==> src/rtl/ram_arbiter.sv <==
// ram_arbiter: arbitrates CPU and debug ports onto one synchronous 256x8 data RAM with a fixed 4-cycle transaction.
// Define RAM_ARB_RR_EN for round-robin arbitration; otherwise the CPU port wins simultaneous requests.
module ram_arbiter (
    input  logic       clk,
    input  logic       reset,
    input  logic       cpu_req,
    input  logic       cpu_we,
    input  logic [7:0] cpu_addr,
    input  logic [7:0] cpu_wdata,
    output logic       cpu_ack,
    output logic [7:0] cpu_rdata,
    input  logic       dbg_req,
    input  logic       dbg_we,
    input  logic [7:0] dbg_addr,
    input  logic [7:0] dbg_wdata,
    output logic       dbg_ack,
    output logic [7:0] dbg_rdata,
    output logic       ram_we,
    output logic [7:0] ram_addr,
    output logic [7:0] ram_wdata,
    input  logic [7:0] ram_rdata,
    output logic       busy
);
    typedef enum logic [1:0] {IDLE, ISSUE, CAPTURE, ACK} state_t;
    state_t state, state_nx;
    logic owner;
    logic grant_dbg;
    logic start;
    logic lat_we;
    logic [7:0] lat_addr, lat_wdata;
    assign start = state == IDLE && (cpu_req || dbg_req);
`ifdef RAM_ARB_RR_EN
    logic last_owner;
    always_ff @(posedge clk)
        if (reset) last_owner <= 1'b1;
        else if (start) last_owner <= grant_dbg;
    // on a tie, the port that did not win last time goes first
    assign grant_dbg = dbg_req && (!cpu_req || !last_owner);
`else
    assign grant_dbg = dbg_req && !cpu_req;
`endif
    always_ff @(posedge clk)
        state <= reset ? IDLE : state_nx;
    always_comb begin
        state_nx = state;
        case (state)
            IDLE:    state_nx = start ? ISSUE : IDLE;
            ISSUE:   state_nx = CAPTURE;
            CAPTURE: state_nx = ACK;
            default: state_nx = IDLE;
        endcase
    end
    always_comb begin
        busy      = state != IDLE;
        ram_we    = state == ISSUE && lat_we && !reset;
        ram_addr  = (state == ISSUE || state == CAPTURE) ? lat_addr : 8'h00;
        ram_wdata = (state == ISSUE || state == CAPTURE) ? lat_wdata : 8'h00;
        cpu_ack   = state == ACK && !owner;
        dbg_ack   = state == ACK && owner;
    end
    always_ff @(posedge clk)
        if (reset) begin
            owner     <= 1'b0;
            lat_we    <= 1'b0;
            lat_addr  <= 8'h00;
            lat_wdata <= 8'h00;
            cpu_rdata <= 8'h00;
            dbg_rdata <= 8'h00;
        end else begin
            if (start) begin
                owner     <= grant_dbg;
                lat_we    <= grant_dbg ? dbg_we : cpu_we;
                lat_addr  <= grant_dbg ? dbg_addr : cpu_addr;
                lat_wdata <= grant_dbg ? dbg_wdata : cpu_wdata;
            end
            // RAM read data is valid during CAPTURE, one cycle after the read edge
            if (state == CAPTURE && !lat_we) begin
                if (owner) dbg_rdata <= ram_rdata;
                else cpu_rdata <= ram_rdata;
            end
        end
endmodule

==> config.mk <==
export PLATFORM = sky130hd
export DESIGN_NAME = ram_arbiter
export DESIGN_NICKNAME = d
export VERILOG_FILES = /design/src/rtl/ram_arbiter.sv
export SDC_FILE = /design/constraint.sdc
export NUM_CORES = 1
export LEC_CHECK = 0
export CAP_MARGIN = 40
export CORE_ASPECT_RATIO = 0.75
export CORE_UTILIZATION = 44
export DETAILED_ROUTE_END_ITERATION = 8
export PLACE_DENSITY = 0.85
export SKIP_CTS_REPAIR_TIMING = 1
export SLEW_MARGIN = 20
export SYNTH_ARGS = -nofsm -noshare
export SYNTH_HDL_FRONTEND = slang
export SYNTH_SLANG_ARGS = --single-unit
==> constraint.sdc <==
create_clock -name clk -period 4.2 [get_ports clk]
set_clock_uncertainty 0.15 [all_clocks]
set_input_delay 1.26 -clock clk [delete_from_list [all_inputs] [get_ports clk]]
set_output_delay 1.26 -clock clk [all_outputs]
set_load 0.01 [all_outputs]
======== After elaboration in Yosys (flattened, before gate mapping) ========
Cells that the tools add are included.
cells by class
  equality and inequality tests ........... 3
  muxes and demuxes ....................... 7
  bitwise operators ....................... 1
  reductions and logical operators ........ 17
operators with widths
  operator              number
  $mux W8               4
  $logic_and A1 B1 Y1   7
  $pmux W2 S3           1
  $eq A2 B2 Y1 const B  2
  $logic_not A1 Y1      4
  $reduce_and A2 Y1     2
  $eq A2 B1 Y1 const B  1
  $logic_not A2 Y1      1
  $logic_or A1 B1 Y1    2
  $mux W1               2
  $reduce_bool A2 Y1    1
  $not A1 Y1            1
word-level totals
  register bits ........................... 36
  input port bits ......................... 46
  logic and storage cells ................. 35

======== Depth between registers and ports, before layout ========
  depth after elaboration ................. 4
  depth in mapped cells ................... 7

======== Worst setup path after synthesis ========
OpenSTA, ideal clock, no wires.
  kind .................................... input -> output
  start point ............................. in reset
  end point ............................... out ram_we
  arrival time ............................ 1828 ps
  slack ................................... 962 ps
  stages on the path ...................... 3
  path through ............................ buf_2 > clkbuf_1 > nor2_1
between the ends
  word-level cells in the longest chain between the ends .. 2
RTL lines
  element              line  RTL
  start: declaration   5     input logic reset,
  $logic_not A1 Y1     55    ram_we = state == ISSUE && lat_we && !reset;
  $logic_and A1 B1 Y1  55
  end: declaration     18    output logic ram_we,
Every way passes these cells.

======== Final worst setup path ========
  start point ............................. reg state[0]
  end point ............................... out ram_wdata[7]
between the ends
  word-level cells in the longest chain between the ends .. 3
  elaborated cells on any way between the ends .. 4
  classes of those cells .................. eq/ne: 2; mux: 1; reduce/logical: 1
RTL lines
  element                                       line  RTL
  start: declaration                            25    state_t state, state_nx;
  start signal: assignment                      43    state <= reset ? IDLE : state_nx;
  $eq A2 B1 Y1 or $eq A2 B2 Y1 (tied branches)  57    ram_wdata = (state == ISSUE || state == CAPTURE) ? lat_wdata : 8'h00;
  $logic_or A1 B1 Y1 (*)                        57
  $mux W8 (*)                                   57
  end: declaration                              20    output logic [7:0] ram_wdata,
Mark *: on every way between the ends. The rest lies on a longest branch, timed or not.

==> reports/metrics.cfg <==
[floorplan]
rows = 19
ios = 82
die_area_sq_um = 4220
die_h_um = 56.5
start_util_pct = 46.7
fp.dieW_um = 74.7
core_sq_um = 3730

[drt]
via_per_inst = 4.84
met2_length_um = 1910
wl_um = 4330
drt_iter0_drc = 84
wl_met1_um = 2070
drc_errors = 0
top_layer_used = met4
drtAntennaViolNets = 0
dr_wl_met3_um = 257
vias = 1545
wl_per_cell_um = 13.6
drtPass1Iterations = 4

[power]
power_w = 0.00126
cellPowerDensity_nw_per_um2 = 475
p_leak_nw = 1.07
ir_drop_mv = 0.345

[sta]
maxSlewViolCount = 0
rsz0062_at_grt = false
fmax_mhz = 290
slew_headroom_pct = 51.2
setup_viol = 0
worstMarginPinSlew_ps = 732
min_period_over_period_pct = 82.2
hold_violations = 0
fin_tns_setup_ps = 0
period_minus_slack_ps = 3450

[synth]
syn_inst = 188
syn_nets = 238
yosysWarnings = 0
ys_types = 27
ys_seq_area_share_pct = 41.4
synth_top_family_by_area = simple AND/OR/NAND/NOR gates
synth_compound_area_share_pct = 18.8
synthSimpleGateAreaFrac_pct = 20.6
avgSynthCellArea_sq_um = 9.26
synthMuxAreaShare_pct = 9.77
synthAdderAreaFrac_pct = 2.87
synth_seq_cells = 36
syn-cell-area_sq_um = 1740
yosys.area_share.xor_xnor_pct = 0

[worst_hold_path]
hold_path.class = reg2reg

[global_routing]
grtUsageTotal_pct = 21.5
grt_pass1_vias = 1447
grt_pass1_wl_um = 6750
grt_max_degree = 37
overflow = 0
antenna_found_initial = 0

[setup_path]
max_stage_delay_ps = 560
cpMaxStageDelayCell = ha_1
required_ps = 2790
critical_path_arrival_ps = 2040
endpoint_kind = output port
critical_path.startpoint_type = flip-flop
crit_path_max_fanout = 17
criticalPathCategory = reg2out
crit_chain = inv_1 > ha_1 > and2_1 > clkdlybuf4s50_1

[status]
status = complete, no violations

[cts]
cts.sinks = 36
clk_pin_slew_ps = 70
numCtsBuffers = 5
insertion_delay_ps = 280
cts_tree = done
clockBufferDepth = 2
htree_levels = 2
root_buffer = clkbuf_8

[finish]
fin_cells = 319
num-nets-final = 316
num_antenna_cells = 0
areaGrowthSynthToFinish_pct = 52.0
drive_gt1_share_pct = 13.5
fillers = 322

[placement]
routabilityCongestion = 0.717
dp_hpwl_um = 3130
dpl.cell_count = 311
port_buffers = 81

[job]
max-cap-violations = 0

[synth_stat cells]
cell | number | area, sq um
a211oi_1 | 7 | 52.6
a211oi_2 | 10 | 125
a21oi_1 | 8 | 40.0
a21oi_2 | 9 | 78.8
a311oi_2 | 1 | 15.0
and2_1 | 17 | 106
buf_12 | 1 | 20.0
buf_2 | 3 | 15.0
buf_4 | 3 | 22.5
buf_6 | 2 | 22.5
clkbuf_1 | 4 | 15.0
clkbuf_4 | 1 | 7.51
dfxtp_1 | 36 | 721
ha_1 | 4 | 50.1
inv_1 | 2 | 7.51
inv_2 | 1 | 3.75
mux2i_1 | 17 | 170
nand2_1 | 18 | 67.6
nand2_4 | 1 | 11.3
nand2b_1 | 1 | 6.26
nand3b_1 | 1 | 7.51
nor2_1 | 35 | 131
nor2b_1 | 2 | 12.5
nor2b_2 | 1 | 8.76
nor3b_1 | 1 | 7.51
o21a_1 | 1 | 7.51
o21ai_2 | 1 | 8.76
[cell families (layout without fill, tap and decap cells)]
family,count (synthesis),in the layout
AO/OA/AOI/OAI,37,37
flip-flops,36,36
adder cells (fa/ha/maj),4,4
multiplexers,17,17
AND/OR/NAND/NOR,77,77
buffers and inverters,17,96
[where the power goes]
part           internal, W  switching [W]
logic             0.000263       0.000256
registers         0.000408      0.0000346
clock network     0.000176       0.000120
total             0.000847       0.000410
[cell type report]
type,count,area (sq um),share of cell area [%]
multi-input combinational,135,907,34.3
timing repair buffer,85,836,31.6
sequential,36,721,27.2
clock buffer,6,72.6,2.74
tap,52,65.1,2.46
clock inverter,2,35.0,1.32
inverter,3,11.3,0.425
[per-layer routing]
layer,vias up,track usage [%]
met5,-,0
met4,0,8.09
met3,9,5.21
met2,61,31.8
met1,690,29.9
li1,785,-
[final timing paths]
path,from,endpoint,slack (ps),cells after the start
max reg2reg,state[0]$_SDFF_PP0_,lat_wdata[1]$_SDFFE_PP0P_,2280,5
max,state[0]$_SDFF_PP0_,ram_wdata[7],750,4
min,lat_wdata[6]$_SDFFE_PP0P_,lat_wdata[6]$_SDFFE_PP0P_,340,2
min reg2reg,lat_wdata[6]$_SDFFE_PP0P_,lat_wdata[6]$_SDFFE_PP0P_,340,2
[sequential cells by signal, summed over array words and instances, names as in the netlist]
signal / cells
cpu_rdata: 8
lat_wdata: 8
dbg_rdata: 8
lat_addr: 8
state: 2
lat_we: 1
owner: 1
[per-stage QoR]
step	utilization (%)	hold WS (ps)	worst slack [ps]	cell area, sq um
floorplan	-	324	962	1740
global placement	68.1	324	757	2540
detailed placement	68.1	336	766	2540
CTS	70.9	347	714	2650
global route	70.9	368	628	2650
finish	70.9	344	750	2650
[cells in the final DEF, fill, tap and decap left out, types with 2 or more instances in the layout]
| cell type | netlist | final |
|---|---|---|
| inv_1 | 2 | 2 |
| a211oi_2 | 10 | 10 |
| nor2_1 | 35 | 35 |
| nor2b_1 | 2 | 2 |
| buf_4 | 3 | 4 |
| ha_1 | 4 | 4 |
| dfxtp_1 | 36 | 36 |
| nand2_1 | 18 | 18 |
| a21oi_1 | 8 | 8 |
| mux2i_1 | 17 | 17 |
| and2_1 | 17 | 17 |
| a21oi_2 | 9 | 9 |
| clkbuf_8 | 0 | 5 |
| clkdlybuf4s50_1 | 0 | 80 |
| a211oi_1 | 7 | 7 |
[worst max-delay path: cells and delay by family, from the launching register on]
kind | cells | cell delay [ps]
simple gates | 1 | 190
flops | 1 | 370
buf+inv | 2 | 640
fa+ha+maj | 1 | 560
Power figures use the tool's default switching activity.
